**config.mk**
```make
export PLATFORM = sky130hd
export DESIGN_NAME = stream_tx_scheduler
export DESIGN_NICKNAME = d
export VERILOG_FILES = /design/src/rtl/stream_tx_scheduler.sv
export SDC_FILE = /design/constraint.sdc
export NUM_CORES = 1
export LEC_CHECK = 0
export CORE_MARGIN = 3
export CORE_UTILIZATION = 45
export CTS_CLUSTER_DIAMETER = 120
export CTS_CLUSTER_SIZE = 12
export DETAILED_ROUTE_END_ITERATION = 7
export PLACE_DENSITY = 0.85
export SYNTH_ARGS = -nofsm -noshare
export SYNTH_HDL_FRONTEND = slang
export SYNTH_SLANG_ARGS = --single-unit
```
**constraint.sdc**
```tcl
create_clock -name clock -period 3.35 [get_ports clock]
set_input_delay 0.8375 -clock clock [delete_from_list [all_inputs] [get_ports clock]]
set_output_delay 0.8375 -clock clock [all_outputs]
set_load 0.01 [all_outputs]
```
**src/rtl/stream_tx_scheduler.sv**
```systemverilog
// -----------------------------------------------------------------------------
// stream_tx_scheduler
//
// Round-robin scheduler that drains per-sensor byte FIFOs into one shared UART
// transmitter. It moves one byte per grant and keeps at most one FIFO read and
// one UART transaction in flight.
//
// Optional feature macro: STREAM_HEADER_EN
//   When it is defined, each data byte is preceded by a header byte
//   {5'b10100, stream index} sent with the same ready/start/done/timeout
//   handshake. If the header times out, the data byte is dropped.
//   When it is undefined, only data bytes are sent.
//
// Ports
//   clock            in   system clock; all state changes on posedge
//   resetn           in   asynchronous active-low reset
//   ds_sending_flag  in   1 = streaming enabled
//   stream_select    in   per-stream enable mask
//   fifo_empty       in   per-stream FIFO empty flags
//   fifo_data        in   FIFO i read data on [8i+7:8i], valid the cycle after read
//   fifo_rd          out  one-hot, one-cycle FIFO read strobe
//   uart_tx_ready    in   transmitter idle
//   uart_tx_done     in   one-cycle pulse when the byte has been shifted out
//   uart_tx_start    out  one-cycle pulse; transmitter latches uart_tx_byte
//   uart_tx_byte     out  byte being transmitted, stable from start to done
//   current_stream   out  index of the stream being served
//   busy             out  high in every state except IDLE
//   tx_timeout_err   out  sticky timeout flag, cleared only by reset
// -----------------------------------------------------------------------------
module stream_tx_scheduler #(
  parameter int NUM_STREAMS = 8,
  parameter int TX_TIMEOUT  = 1023,
  localparam int IDX_W      = $clog2(NUM_STREAMS),
  localparam int TMR_W      = $clog2(TX_TIMEOUT + 1)
) (
  input  logic                     clock,
  input  logic                     resetn,
  input  logic                     ds_sending_flag,
  input  logic [NUM_STREAMS-1:0]   stream_select,
  input  logic [NUM_STREAMS-1:0]   fifo_empty,
  input  logic [8*NUM_STREAMS-1:0] fifo_data,
  output logic [NUM_STREAMS-1:0]   fifo_rd,
  input  logic                     uart_tx_ready,
  input  logic                     uart_tx_done,
  output logic                     uart_tx_start,
  output logic [7:0]               uart_tx_byte,
  output logic [IDX_W-1:0]         current_stream,
  output logic                     busy,
  output logic                     tx_timeout_err
);

`ifdef STREAM_HEADER_EN
  typedef enum logic [2:0] {
    S_IDLE, S_SELECT, S_READ, S_CAPTURE, S_SEND, S_WAIT_DONE, S_HDR_SEND, S_HDR_WAIT
  } state_t;
`else
  typedef enum logic [2:0] {
    S_IDLE, S_SELECT, S_READ, S_CAPTURE, S_SEND, S_WAIT_DONE
  } state_t;
`endif

  state_t                   r_state;
  state_t                   w_state_nxt;
  logic [IDX_W-1:0]         r_idx;
  logic [IDX_W-1:0]         r_last;
  logic [7:0]               r_tx_byte;
  logic [TMR_W-1:0]         r_timer;
  logic                     r_err;

  logic [NUM_STREAMS-1:0]   w_eligible;
  logic [IDX_W-1:0]         w_sel_idx;
  logic [IDX_W-1:0]         w_cand;
  logic [7:0]               w_cap_byte;
  logic [NUM_STREAMS-1:0]   w_fifo_rd;
  logic                     w_tx_start;
  logic                     w_latch_idx;
  logic                     w_capture;
  logic                     w_clr_timer;
  logic                     w_timing;
  logic                     w_set_err;
  logic                     w_finish;
  logic                     w_expired;

  assign w_eligible = stream_select & ~fifo_empty;
  assign w_expired  = (r_timer == TMR_W'(TX_TIMEOUT - 1));

  // Round-robin search starting just after the last served stream. The loop
  // runs from the farthest candidate to the nearest so the nearest one wins.
  always_comb begin
    w_sel_idx = '0;
    w_cand    = '0;
    for (int k = NUM_STREAMS; k >= 1; k--) begin
      w_cand = IDX_W'((int'(r_last) + k) % NUM_STREAMS);
      if (w_eligible[w_cand]) w_sel_idx = w_cand;
    end
  end

  // Byte lane of the granted FIFO. A constant-index mux avoids a variable part-select.
  always_comb begin
    w_cap_byte = '0;
    for (int i = 0; i < NUM_STREAMS; i++) begin
      if (r_idx == IDX_W'(i)) w_cap_byte = fifo_data[8*i +: 8];
    end
  end

  always_comb begin
    w_state_nxt = r_state;
    w_fifo_rd   = '0;
    w_tx_start  = 1'b0;
    w_latch_idx = 1'b0;
    w_capture   = 1'b0;
    w_clr_timer = 1'b0;
    w_timing    = 1'b0;
    w_set_err   = 1'b0;
    w_finish    = 1'b0;
    case (r_state)
      S_IDLE: begin
        if (ds_sending_flag && (|w_eligible)) w_state_nxt = S_SELECT;
      end
      S_SELECT: begin
        // Nothing has been popped yet, so a dropped flag or vanished
        // eligibility can still abort cleanly.
        if (!ds_sending_flag || !(|w_eligible)) begin
          w_state_nxt = S_IDLE;
        end else begin
          w_latch_idx = 1'b1;
          w_state_nxt = S_READ;
        end
      end
      S_READ: begin
        w_fifo_rd[r_idx] = 1'b1;
        w_state_nxt      = S_CAPTURE;
      end
      S_CAPTURE: begin
        w_capture   = 1'b1;
`ifdef STREAM_HEADER_EN
        w_state_nxt = S_HDR_SEND;
`else
        w_state_nxt = S_SEND;
`endif
      end
      S_SEND: begin
        if (uart_tx_ready) begin
          w_tx_start  = 1'b1;
          w_clr_timer = 1'b1;
          w_state_nxt = S_WAIT_DONE;
        end
      end
      S_WAIT_DONE: begin
        w_timing = 1'b1;
        // done is checked first so a done arriving on the expiry cycle is not an error
        if (uart_tx_done) begin
          w_finish    = 1'b1;
          w_state_nxt = S_IDLE;
        end else if (w_expired) begin
          w_set_err   = 1'b1;
          w_finish    = 1'b1;
          w_state_nxt = S_IDLE;
        end
      end
`ifdef STREAM_HEADER_EN
      S_HDR_SEND: begin
        if (uart_tx_ready) begin
          w_tx_start  = 1'b1;
          w_clr_timer = 1'b1;
          w_state_nxt = S_HDR_WAIT;
        end
      end
      S_HDR_WAIT: begin
        w_timing = 1'b1;
        if (uart_tx_done) begin
          w_state_nxt = S_SEND;
        end else if (w_expired) begin
          // the captured data byte is abandoned along with the header
          w_set_err   = 1'b1;
          w_finish    = 1'b1;
          w_state_nxt = S_IDLE;
        end
      end
`endif
      default: w_state_nxt = S_IDLE;
    endcase
  end

  always_ff @(posedge clock or negedge resetn) begin
    if (!resetn) begin
      r_state   <= S_IDLE;
      r_idx     <= '0;
      r_last    <= IDX_W'(NUM_STREAMS - 1);
      r_tx_byte <= '0;
      r_timer   <= '0;
      r_err     <= 1'b0;
    end else begin
      r_state <= w_state_nxt;
      if (w_latch_idx) r_idx <= w_sel_idx;
      if (w_capture)   r_tx_byte <= w_cap_byte;
      if (w_clr_timer)   r_timer <= '0;
      else if (w_timing) r_timer <= r_timer + TMR_W'(1);
      if (w_set_err)   r_err  <= 1'b1;
      if (w_finish)    r_last <= r_idx;
    end
  end

  assign fifo_rd        = w_fifo_rd;
  assign uart_tx_start  = w_tx_start;
  assign current_stream = r_idx;
  assign busy           = (r_state != S_IDLE);
  assign tx_timeout_err = r_err;

`ifdef STREAM_HEADER_EN
  assign uart_tx_byte = ((r_state == S_HDR_SEND) || (r_state == S_HDR_WAIT))
                        ? {5'b10100, r_idx} : r_tx_byte;
`else
  assign uart_tx_byte = r_tx_byte;
`endif

endmodule
```
# Word level (Yosys, flattened, before mapping)
# Cells that the tools add are included.
# word_totals
inputBits,85
output_inout_bits,22
ff_bits,28
# classes
order_cmp,10
addsub,9
reduce_logical,11
mux,54
n_bitwise,2
n_eq_ne,16
# op_table
operator,n
two-way mux 8 bit,9
< comparator 3 x 4 -> 1 bit (second input constant),9
two-way mux 3 bit,12
binary-select mux 1 bit (select 3 bit),8
two-way mux 1 bit,20
two-way mux 10 bit,2
equality test 3 bit (second input constant),6
one-hot mux 3 bit (6 select lines),1
adder 3 bit (second input constant),4
equality test 3 x 2 -> 1 bit (second input constant),4
adder 10 x 1 -> 10 bit (second input constant),1
equality test 10 bit (second input constant),1
bitwise AND 8 bit,1
NOT 8 bit,1
OR reduction 8 bit,1
adder 3 x 1 -> 3 bit (second input constant),2
adder 3 x 2 -> 3 bit (second input constant),2
equality test 3 x 1 -> 1 bit (second input constant),2
zero test 3 bit,2
inequality test 2 bit (second input constant),2
demux 1 bit (select 3 bit),1
greater-or-equal comparator 3 x 1 -> 1 bit (second input constant),1
inequality test 3 bit (second input constant),1
AND reduction 3 bit,1
other kinds (6),8

# Logic depth before layout (Yosys ltp)
# depth
ltp_word,12
depth_mapped,11
depth_no_buf,9

# Worst setup path after synthesis
# OpenSTA, ideal clock, no wires.
# synth_path
kind,input-to-reg
startpoint,input fifo_empty[7]
endpoint,"register r_idx[0], in the netlist current_stream[0]"
required_ps,3277
setup_slack_ps,838
arrival_ps,2439
path_stages,7
path_cell_list,nand2b_1 > mux2_4 > mux4_2 > a211oi_2 > o221ai_1 > a41o_1 > a21oi_2
# synth_via
elab_chain_len,12
word_cells_on_any_way,31
cone_classes,mux (26); bitwise (2); reduce/logical (3)
# synth_rtl
item,line,source
start: declaration,40,"input logic [NUM_STREAMS-1:0] fifo_empty,"
NOT 8 bit *,84,assign w_eligible = stream_select & ~fifo_empty;
bitwise AND 8 bit *,84,
binary-select mux 1 bit (select 3 bit),94,if (w_eligible[w_cand]) w_sel_idx = w_cand;
two-way mux 1 bit (not written as such),94,
two-way mux 3 bit (8 in series),94,
end signal: assignment,195,if (w_latch_idx) r_idx <= w_sel_idx;
end: declaration,64,logic [IDX_W-1:0] r_idx;
# Mark *: on every way between the ends. The rest lies on a longest branch, timed or not. The select of a mux whose other input is x is not followed.
# A chain may end at the register's enable or synchronous reset.

# Final worst setup path
# layout_path
startpoint,input uart_tx_ready
endpoint,output uart_tx_start
# layout_via
elab_chain_len,2
# layout_rtl
item,line,source
start: declaration,43,"input logic uart_tx_ready,"
two-way mux 1 bit,143,if (uart_tx_ready) begin
two-way mux 1 bit,116,case (r_state)
end: declaration,45,"output logic uart_tx_start,"
# No other way between the ends.

==> Flow_metrics.wiki <==
{| class="wikitable"
! Metric !! Value
|-
| Yosys synthesis warning count || 0
|-
| Floorplan die width || 85.4 um
|-
| Critical path required time || 2.51 ns
|-
| Post-layout nets || 518
|-
| Number of synthesized flops with an enable pin || 0
|-
| Antenna violations before repair || 0
|-
| Pwr/cell area || 831 nW/um^2
|-
| First drt pass iteration count || 4
|-
| Global placement routability congestion || 0.969
|-
| Number of filler instances in the final layout || 494
|-
| TritonCTS Sinks || 28
|-
| Sequential cell area fraction in the yosys report || 0.248
|-
| Drt first-iter violations || 166
|-
| Net count after synthesis || 420
|-
| H-tree Lvls || 1
|-
| Worst Tran Pin Value || 0.637 ns
|-
| Detailed-route vias per instance || 5.83
|-
| Antenna Diode Count || 0
|-
| Total chip power || 0.00329 W
|-
| Aggregate routed wire length || 8170 um
|-
| Max capacitance violation total || 0
|-
| Average wire length per cell after detail routing || 16.2 um
|-
| Met3 track utilization from global routing || 0.0379
|-
| Area of the mapped netlist || 2840 um^2
|-
| Setup fix buffers added after clock tree synthesis || 0
|-
| Top_reg_cell synth || dfrtp_1
|-
| Global router's overall resource usage || 0.219
|-
| Final count of negative-setup-slack endpoints || 0
|-
| Cell type with the largest total area after synthesis || dfrtp_1
|-
| Pin count of the biggest net entering global routing || 39
|-
| Clock transition at the registers of the reported paths || 0.09 ns
|-
| Worst hold margin || 0.462 ns
|-
| Final max-slew violation count || 0
|-
| Via count of the first global-routing pass || 2,818
|-
| Remaining global-route overflow || 0
|-
| Gates resized, CTS repair || 0
|-
| Final critical path time including I/O delays and setup || 3.08 ns
|-
| Setup repair after global routing missed its margin || no
|-
| Total vias in the final route || 2,933
|-
| Number of library cell types mapped by synthesis || 58
|-
| Starting Density || 0.471
|-
| Post-Synthesis Mean Instance Area || 8.57 um^2
|-
| Most used routing layer || met2
|-
| Total number of placement rows || 28
|-
| Antenna viol nets, final || 0
|-
| Accumulated negative setup slack || 0 ns
|-
| Arrival @ worst endpoint || 2.25 ns
|-
| Rel. slew slack || 0.575
|-
| Number of port buffers || 106
|-
| FF+latch count, synth || 28
|-
| Post-place instance area || 3900 um^2
|-
| Number of buffers inserted for hold repair after clock tree synthesis || 0
|-
| Worst skew pair latency || 0.27 ns
|-
| Post-route fraction of the period consumed by the critical path || 0.920
|-
| Core Area || 6030 um^2
|-
| Setup skew after layout || 0.00543 ns
|-
| Cell types with the largest area share after synthesis || dfrtp_1 (22%), mux2i_1 (6.3%), o21ai_0 (5.8%), nor2_1 (4.9%), mux4_2 (4.8%)
|-
| Number of I/O pins || 107
|-
| Number of endpoints with negative hold slack in the final report || 0
|-
| GR met1 Demand/Resource || 0.292
|-
| Ys async rst share || 1.00
|-
| Most common library cells after synthesis || nor2_1 (37), o21ai_0 (33), dfrtp_1 (25)
|-
| Cell count after synthesis || 331
|-
| Post-detail-place hpwl || 6490 um
|-
| Die ar. || 7290 um^2
|-
| Outcome || complete, no violations
|-
| Largest vdd supply drop || 0.000488 V
|-
| Leakage || 1.60 nW
|-
| Post-Place Cells || 499
|-
| Crit path capture type || output port
|-
| Met2 GRT Util || 0.376
|-
| Residual DRC || 0
|-
| Die height || 85.4 um
|-
| Share of post-route cells with drive strength above 1 || 0.107
|-
| Count leader, synth || nor2_1
|-
| Total clock buffers created by CTS || 3
|-
| Post-route design area || 3960 um^2
|-
| Type of element launching the critical path || primary input
|-
| Worst hold path class || reg -> reg
|-
| Deepest clock path buffer count || 2
|-
| Portion of synthesized cell area occupied by the leading cell type || 0.220
|-
| Global-route wire length before repair || 13,500 um
|-
| Worst Path Max Fanout || 2
|-
| TritonCTS clock tree || yes
|-
| Worst Path Class, Setup || in -> out
|-
| Root buffer cell || clkbuf_8
|-
| Synthesis-to-finish area growth || 39.5%
|-
| Highest attainable clock frequency || 0.324 GHz
|-
| Final instance count without filler cells || 503
|}
-- worst paths after layout --
check	slack [ns]	cells past startpoint	endpoint	start
min	0.46	1	tx_timeout_err	tx_timeout_err
max	0.27	3	uart_tx_start	uart_tx_ready
min in group asynchronous	0.93	2	r_state[0]	resetn
max in group asynchronous	2.11	2	r_last[1]	resetn
max reg2reg	0.51	8	current_stream[0]	r_last[0]
min reg2reg	0.46	1	tx_timeout_err	tx_timeout_err
-- logic make-up (layout without fill, tap and decap cells) --
kind of cell,after synthesis,count (layout),synth area share
xor gates and xnor gates,11,11,0.0340
buffers and inverters,29,126,0.0622
and+or+nand+nor,105,105,0.187
AOI/OAI and AO/OA,115,115,0.269
muxes,39,39,0.182
adders and majority gates,4,4,0.0176
DFF,28,28,0.248
-- cell usage in the layout, fill, tap and decap left out, types with 5 or more instances in the layout --
cell type	Yosys	routed
a21o_1	10	10
a21oi_1	23	23
a22oi_1	5	5
a31oi_1	6	6
buf_4	0	7
clkdlybuf4s50_1	0	106
dfrtp_1	25	25
inv_1	7	7
mux2_2	9	9
mux2i_1	18	18
mux4_2	6	6
nand2_1	19	19
nand2b_1	18	18
nand4_1	6	6
nor2_1	37	37
o21ai_0	33	33
xor2_1	8	8
-- where the power goes --
group          internal [W]  switching (W)
Clock              0.000105       0.000100
Combinational       0.00112        0.00122
Sequential         0.000513       0.000230
Total               0.00174        0.00155
-- metrics by stage --
step,util,setup slack [ns]
6_report,0.657,0.267
5_1_grt,0.657,0.188
4_1_cts,0.657,0.272
3_5_place_dp,0.648,0.294
3_3_place_gp,0.648,0.285
2_1_floorplan,-,0.838
-- flip-flops by register name, summed over array words and instances, names as in the netlist --
name,flops
current_stream,3
r_last,3
r_state,3
r_timer,10
tx_timeout_err,1
uart_tx_byte,8
-- cell type report --
type | count | area (um^2) | share of cell area
multi-input combinational | 274 | 1960 | 0.494
timing repair buffer | 113 | 1110 | 0.281
sequential | 28 | 704 | 0.178
tap | 75 | 93.8 | 0.0237
clock buffer | 4 | 55.1 | 0.0139
inverter | 9 | 33.8 | 0.00854
-- worst max-delay path, stage by stage --
cell and delay (ns):
clkdlybuf4s50_1 0.47, nor3b_1 0.33, clkdlybuf4s50_1 0.61
-- per-layer routing --
metal  up-vias  routed length, um
met5         -                  0
met4         0                124
met3        12                579
met2       107               4000
met1      1383               3470
li1       1431                  -
No activity file was read; power rests on OpenSTA's default activity.
